--- config.mk ---
export PLATFORM = sky130hd
export DESIGN_NAME = spi_slave_port
export DESIGN_NICKNAME = d
export VERILOG_FILES = /design/src/rtl/spi_slave_pkg.sv /design/src/rtl/spi_slave_port_sync_edge.sv /design/src/rtl/spi_slave_port.sv
export SDC_FILE = /design/constraint.sdc
export NUM_CORES = 1
export LEC_CHECK = 0
export ABC_AREA = 1
export CORE_ASPECT_RATIO = 1.75
export CORE_MARGIN = 1
export CORE_UTILIZATION = 51
export DETAILED_ROUTE_END_ITERATION = 10
export PLACE_DENSITY = 0.81
export SYNTH_ARGS = -nofsm -noshare
export SYNTH_HDL_FRONTEND = slang
export SYNTH_SLANG_ARGS = --single-unit
--- constraint.sdc ---
create_clock -name clk -period 1.73 [get_ports clk]
set_input_delay 0.173 -clock clk [delete_from_list [all_inputs] [get_ports clk]]
set_output_delay 0.173 -clock clk [all_outputs]
set_load 0.01 [all_outputs]
--- src/rtl/spi_slave_pkg.sv ---
// spi_slave_pkg: frame geometry, status word layout and FSM states shared by the SPI slave port
package spi_slave_pkg;
  localparam int FRAME_BITS = 32;
  localparam int INDEX_W = 4;
  localparam int DATA_W = 28;
  localparam int CNT_W = 6;
  localparam int STAT_FLAGS_HI = 27;
  localparam int STAT_FLAGS_LO = 24;
  localparam int STAT_COUNT_HI = 23;
  localparam int STAT_COUNT_LO = 11;
  localparam int STAT_ERR_HI = 10;
  localparam int STAT_ERR_LO = 3;
  typedef enum logic [1:0] {ST_IDLE = 2'd0, ST_SHIFT = 2'd1, ST_CHECK = 2'd2} state_t;
  // Status word returned when the transmit FIFO is empty; unused bits stay 0
  function automatic logic [FRAME_BITS-1:0] status_word(input logic [3:0] flags, input logic [12:0] count, input logic [7:0] errs);
    logic [FRAME_BITS-1:0] w;
    w = '0;
    w[STAT_FLAGS_HI:STAT_FLAGS_LO] = flags;
    w[STAT_COUNT_HI:STAT_COUNT_LO] = count;
    w[STAT_ERR_HI:STAT_ERR_LO] = errs;
    return w;
  endfunction
endpackage

--- src/rtl/spi_slave_port_sync_edge.sv ---
// sync_edge: multi-flop synchronizer with rise/fall detection on the synchronized level
module sync_edge #(
  parameter int STAGES = 2
) (
  input  logic clk,
  input  logic rst_n,
  input  logic din,
  output logic q,
  output logic rise,
  output logic fall
);
  logic [STAGES-1:0] sr;
  logic prev;
  // shift the asynchronous input through the chain and remember the previous synchronized sample
  always_ff @(posedge clk)
    if (!rst_n) begin
      sr <= '0;
      prev <= 1'b0;
    end else begin
      sr <= (sr << 1) | STAGES'(din);
      prev <= q;
    end
  assign q = sr[STAGES-1];
  assign rise = q & ~prev;
  assign fall = ~q & prev;
endmodule

--- src/rtl/spi_slave_port.sv ---
// spi_slave_port: SPI mode 0 slave exchanging 32-bit frames; SPI_FRAME_ERR_CNT_EN adds the err_cnt output
module spi_slave_port
  import spi_slave_pkg::*;
#(
  parameter int SYNC_STAGES = 2
) (
  input  logic                  clk,
  input  logic                  rst_n,
  input  logic                  spi_clk,
  input  logic                  spi_mosi,
  input  logic                  spi_cs,
  output logic                  spi_miso,
  output logic                  rx_valid,
  output logic [INDEX_W-1:0]    rx_index,
  output logic [DATA_W-1:0]     rx_data,
  input  logic                  tx_valid,
  input  logic [FRAME_BITS-1:0] tx_data,
  output logic                  tx_ready,
  input  logic [3:0]            stat_flags,
  input  logic [12:0]           stat_count,
  output logic                  frame_err
`ifdef SPI_FRAME_ERR_CNT_EN
  ,
  output logic [7:0]            err_cnt
`endif
);
  localparam logic [CNT_W-1:0] CNT_FULL = CNT_W'(FRAME_BITS);
  localparam logic [CNT_W-1:0] CNT_MAX = CNT_W'(FRAME_BITS + 1);
  state_t state;
  logic [CNT_W-1:0] cnt;
  logic [FRAME_BITS-1:0] rx_sr, tx_sr;
  logic from_fifo, pend, done, full;
  logic sclk_rise, sclk_fall, cs_rise, cs_fall, mosi;
  logic sclk_lvl_unused, cs_lvl_unused, mosi_rise_unused, mosi_fall_unused;
  logic [7:0] errs;
  sync_edge #(.STAGES(SYNC_STAGES)) u_sclk (
    .clk(clk), .rst_n(rst_n), .din(spi_clk), .q(sclk_lvl_unused), .rise(sclk_rise), .fall(sclk_fall)
  );
  sync_edge #(.STAGES(SYNC_STAGES)) u_mosi (
    .clk(clk), .rst_n(rst_n), .din(spi_mosi), .q(mosi), .rise(mosi_rise_unused), .fall(mosi_fall_unused)
  );
  sync_edge #(.STAGES(SYNC_STAGES)) u_cs (
    .clk(clk), .rst_n(rst_n), .din(spi_cs), .q(cs_lvl_unused), .rise(cs_rise), .fall(cs_fall)
  );
  assign done = (state == ST_SHIFT) && cs_rise;
  assign full = (cnt == CNT_FULL);
  assign spi_miso = (state == ST_SHIFT) && tx_sr[FRAME_BITS-1];
`ifdef SPI_FRAME_ERR_CNT_EN
  assign err_cnt = errs;
  // saturating count of malformed frames
  always_ff @(posedge clk)
    if (!rst_n) errs <= '0;
    else if (frame_err && errs != 8'hff) errs <= errs + 8'd1;
`else
  assign errs = '0;
`endif
  // frame FSM; a cs fall seen during CHECK is held in pend so the load happens after the FIFO pop settles
  always_ff @(posedge clk)
    if (!rst_n) begin
      state <= ST_IDLE;
      cnt <= '0;
      rx_sr <= '0;
      tx_sr <= '0;
      from_fifo <= 1'b0;
      pend <= 1'b0;
    end else begin
      case (state)
        ST_IDLE: if (cs_fall || pend) begin
          state <= ST_SHIFT;
          cnt <= '0;
          pend <= 1'b0;
          tx_sr <= tx_valid ? tx_data : status_word(stat_flags, stat_count, errs);
          from_fifo <= tx_valid;
        end
        ST_SHIFT: begin
          if (sclk_rise) begin
            rx_sr <= {rx_sr[FRAME_BITS-2:0], mosi};
            cnt <= (cnt == CNT_MAX) ? cnt : cnt + 1'b1;
          end
          if (sclk_fall) tx_sr <= tx_sr << 1;
          if (cs_rise) state <= ST_CHECK;
        end
        default: begin
          state <= ST_IDLE;
          pend <= cs_fall;
        end
      endcase
    end
  // frame outcome strobes, asserted for the single CHECK cycle; payload holds until the next good frame
  always_ff @(posedge clk)
    if (!rst_n) begin
      rx_valid <= 1'b0;
      tx_ready <= 1'b0;
      frame_err <= 1'b0;
      rx_index <= '0;
      rx_data <= '0;
    end else begin
      rx_valid <= done && full;
      tx_ready <= done && full && from_fifo;
      frame_err <= done && !full;
      if (done && full) {rx_index, rx_data} <= rx_sr;
    end
endmodule

==> results of run 1 <==
-- state kept, by name, indices dropped and copies added, names as in the netlist --
register,flops
cnt,6
from_fifo,1
pend,1
u_sclk.sr,2
rx_data,28
tx_ready,1
rx_index,4
u_sclk.prev,1
rx_sr,32
u_cs.prev,1
state,2
frame_err,1
u_cs.sr,2
u_mosi.sr,2
tx_sr,32
rx_valid,1
-- metal layers --
layer / vias to the layer above / global-route usage [%]
met3: 24 / 7.49
li1: 2175 / -
met2: 123 / 44.3
met5: - / 0
met1: 2000 / 23.3
met4: 0 / 12.9
-- layout by cell type (no fill, tap or decap), types with 3 or more instances in the layout --
cell type / instances
sky130_fd_sc_hd__ha_1: 3
sky130_fd_sc_hd__clkbuf_1: 3
sky130_fd_sc_hd__nand2_1: 70
sky130_fd_sc_hd__o21ai_0: 94
sky130_fd_sc_hd__o21ai_1: 22
sky130_fd_sc_hd__clkdlybuf4s50_1: 88
sky130_fd_sc_hd__a22oi_1: 14
sky130_fd_sc_hd__a21oi_1: 38
sky130_fd_sc_hd__bufinv_16: 5
sky130_fd_sc_hd__buf_4: 7
sky130_fd_sc_hd__inv_2: 3
sky130_fd_sc_hd__clkbuf_16: 17
sky130_fd_sc_hd__inv_1: 30
sky130_fd_sc_hd__dfxtp_1: 116
sky130_fd_sc_hd__clkbuf_8: 3
sky130_fd_sc_hd__nor2_1: 144
sky130_fd_sc_hd__nand3_1: 32
-- per-stage QoR --
stage	cell area [um2]	setup slack [ps]	instances
after floorplan	4580	403	614
after global placement	5550	227	792
after detailed placement	5550	141	792
after CTS	6200	3.62	823
after global routing	6210	50.2	823
final	6210	189	823
-- power groups by stage --
stage                     logic (mW)  clock network, mW  registers (mW)
final                          0.371               3.84            2.77
after global routing           0.417               4.01            2.77
after CTS                      0.373               3.89            2.77
after detailed placement       0.367                  0            2.82
after global placement         0.358                  0            2.82
after floorplan                0.202                  0            2.82
-- critical path: stages (launching register included) --
cell	delay, ps
sky130_fd_sc_hd__dfxtp_1	350
sky130_fd_sc_hd__inv_1	110
sky130_fd_sc_hd__ha_1	170
sky130_fd_sc_hd__nand4_2	170
sky130_fd_sc_hd__nor2_4	170
sky130_fd_sc_hd__buf_6	260
sky130_fd_sc_hd__o21ai_0	120
sky130_fd_sc_hd__nor2_1	120
-- kinds of logic (layout without fill, tap and decap cells) --
| group | count (synthesis) | after routing |
|---|---|---|
| AOI/OAI and AO/OA | 168 | 168 |
| and+or+nand+nor | 253 | 253 |
| adders and majority gates | 3 | 3 |
| DFF | 117 | 117 |
| buffers and inverters | 73 | 165 |
-- layout make-up --
type | count | area, um2 | share of cell area, %
Sequential cell | 117 | 2340 | 37.8
Tap cell | 117 | 146 | 2.36
Timing Repair Buffer | 100 | 1000 | 16.1
Clock inverter | 8 | 171 | 2.76
Inverter | 34 | 130 | 2.10
Clock buffer | 23 | 478 | 7.70
Multi-Input combinational cell | 424 | 1940 | 31.2
-- path summary, 6_finish.rpt --
| kind | from | to | slack, ps | depth (start not counted) |
|---|---|---|---|---|
| worst max register to register | cnt[0] | rx_data[17] | 190 | 7 |
| worst max-delay path | cnt[0] | rx_data[17] | 190 | 7 |
| worst min register to register | u_sclk.sr[0] | u_sclk.sr[1] | 420 | 2 |
| worst min-delay path | rst_n | cnt[4] | 280 | 4 |
-- what timing repair did --
| item | in CTS | in global routing |
|---|---|---|
| resized for setup | 0 | 5 |
| setup buffers | 0 | 0 |
| setup endpoints to repair | 0 | 4 |
==> out/results.ini, run 1 <==
[layout]
final_core_utilization_pct = 71.6
nets = 752
layout-area-overhead-vs-synth_pct = 35.4
final_layout_size_suffix_gt1_share_pct = 6.94
fill_cells = 690
number_of_diodes = 0

[clock_network]
cts_buffers = 17
clock_tree_from_tritoncts = yes
htree_levels = 4
cts_root_buf = sky130_fd_sc_hd__clkbuf_16
count_of_hold_fix_buffers_inserted_at_cts = 0
number_of_clock_sinks = 117
clock_slew_at_reported_path_ffs_ps = 50
clk-insertion-delay-late_ps = 410
ctsLongestPathBuffers = 2

[global_route]
wire_length_of_the_first_global_routing_pass_mm = 17.6
grt_antenna_before_repair = 0
grt_start_max_net_pins = 112
total_congestion_overflow = 0
grt_pass1_vias = 4237
groute.usage.overall_pct = 24.2

[logic_synthesis]
synth.mux.area_fraction_pct = 0
syn_area_um2 = 4580
synth_top_family_by_area = simple AND/OR/NAND/NOR gates
synthSimpleGateAreaFrac_pct = 22.3
ys_top_cells_by_count = 144 x sky130_fd_sc_hd__nor2_1, 117 x sky130_fd_sc_hd__dfxtp_1, 94 x sky130_fd_sc_hd__o21ai_0, 70 x sky130_fd_sc_hd__nand2_1, 38 x sky130_fd_sc_hd__a21oi_1
synth_fa_ha_area_share_pct = 0.819
synth_sequential_area_ratio_pct = 51.1
synth.area.top_cells = sky130_fd_sc_hd__dfxtp_1 51%, sky130_fd_sc_hd__nor2_1 12%, sky130_fd_sc_hd__o21ai_0 10%
yosys_most_used_dff = sky130_fd_sc_hd__dfxtp_1
synth.distinct_cells = 20
mean_instance_size_in_the_synthesized_netlist_um2 = 7.46
yosysMostFrequentCell = sky130_fd_sc_hd__nor2_1
number_of_enable_type_register_cells_in_the_synthesized_netlist = 0
ys_ff_latch = 117
yosys.area_share.xor_xnor_pct = 0
synth_top_area_share_pct = 51.1
ys_warn_count = 0
netlist_instances = 614
synthDominantAreaCellType = sky130_fd_sc_hd__dfxtp_1
synth_compound_gate_area_share_pct = 19.1
net_count_after_synthesis = 672
synth_async_sr_flop_share_pct = 0

[sta]
fin_worst_skew_ps = 11.3
slew_headroom_pct = 73.8
report.final.setup_viol = 0
hold_slack_ps = 279
timing.setup.tns_ps = 0
grt_setup_unrepaired = no
layout_worst_path_cycle_share_pct = 89.1
max_slew.worst_pin.slew_ps = 393
maxClockFrequency_mhz = 649
maxSlewViolCount = 0
period_needed_ps = 1540
hold_viol = 0

[floorplanning]
die_w_um = 73.7
initial_utilization_pct = 52.9
coreArea_um2 = 8670
vertical_extent_of_the_die_um = 127
die_area_um2 = 9380
std_cell_rows = 45
ios = 91

[pwr]
cellPowerDensity_nw_per_um2 = 1120
p_sw_mw = 1.38
power_frac_clock_pct = 55.0
seqPwrFrac_pct = 39.6
swShare_pct = 19.8
total_power_mw = 6.98
ir_worst_vdd_v = 0.000809
p_comb_share_pct = 5.3
leakage_nw = 2.66
cell_internal_pwr_mw = 5.60

[setup_path]
type_of_the_worst_setup_path = flop to flop
critPathRequiredTime_ps = 2070
critical_path_launch_point_type = flop
path_max_fanout = 32
setup.worst_path.end_class = flop
timing.critical_path.arrival_ps = 1880

[detailed_routing]
dr_total_vias = 4322
first_iter_violations = 267
firstDrtPassIters = 4
detailroute.wirelength.met3_um = 571
maxUsedRoutingLayer = met4
drt-total-wl_mm = 10.8
wirelength_met1_mm = 4.37
post_drt_wl_per_cell_um = 13.2
antenna_left = 0
met2_length_mm = 5.64
drc = 0
detail_route.vias_per_cell = 5.25

[run_status]
run_status = completed

[placed_design]
dpl_wire_length_mm = 6.82
placement.io_buffers = 90
gp_congestion = 0.794

[flow_run]
maxCapViolCount = 0

[hold_path]
holdCritPathClass = primary input to flop

Power figures use the tool's default switching activity.
==> run 2: changes to the inputs <==
--- a/config.mk
+++ b/config.mk
@@ -6,6 +6,7 @@
 export NUM_CORES = 1
 export LEC_CHECK = 0
 export ABC_AREA = 1
+export ABC_CLOCK_PERIOD_IN_PS = 1730
 export CORE_ASPECT_RATIO = 1.75
 export CORE_MARGIN = 1
 export CORE_UTILIZATION = 51
==> results of run 2 <==
Same layout as run 1: the final DEF is identical, and so are final timing and power.
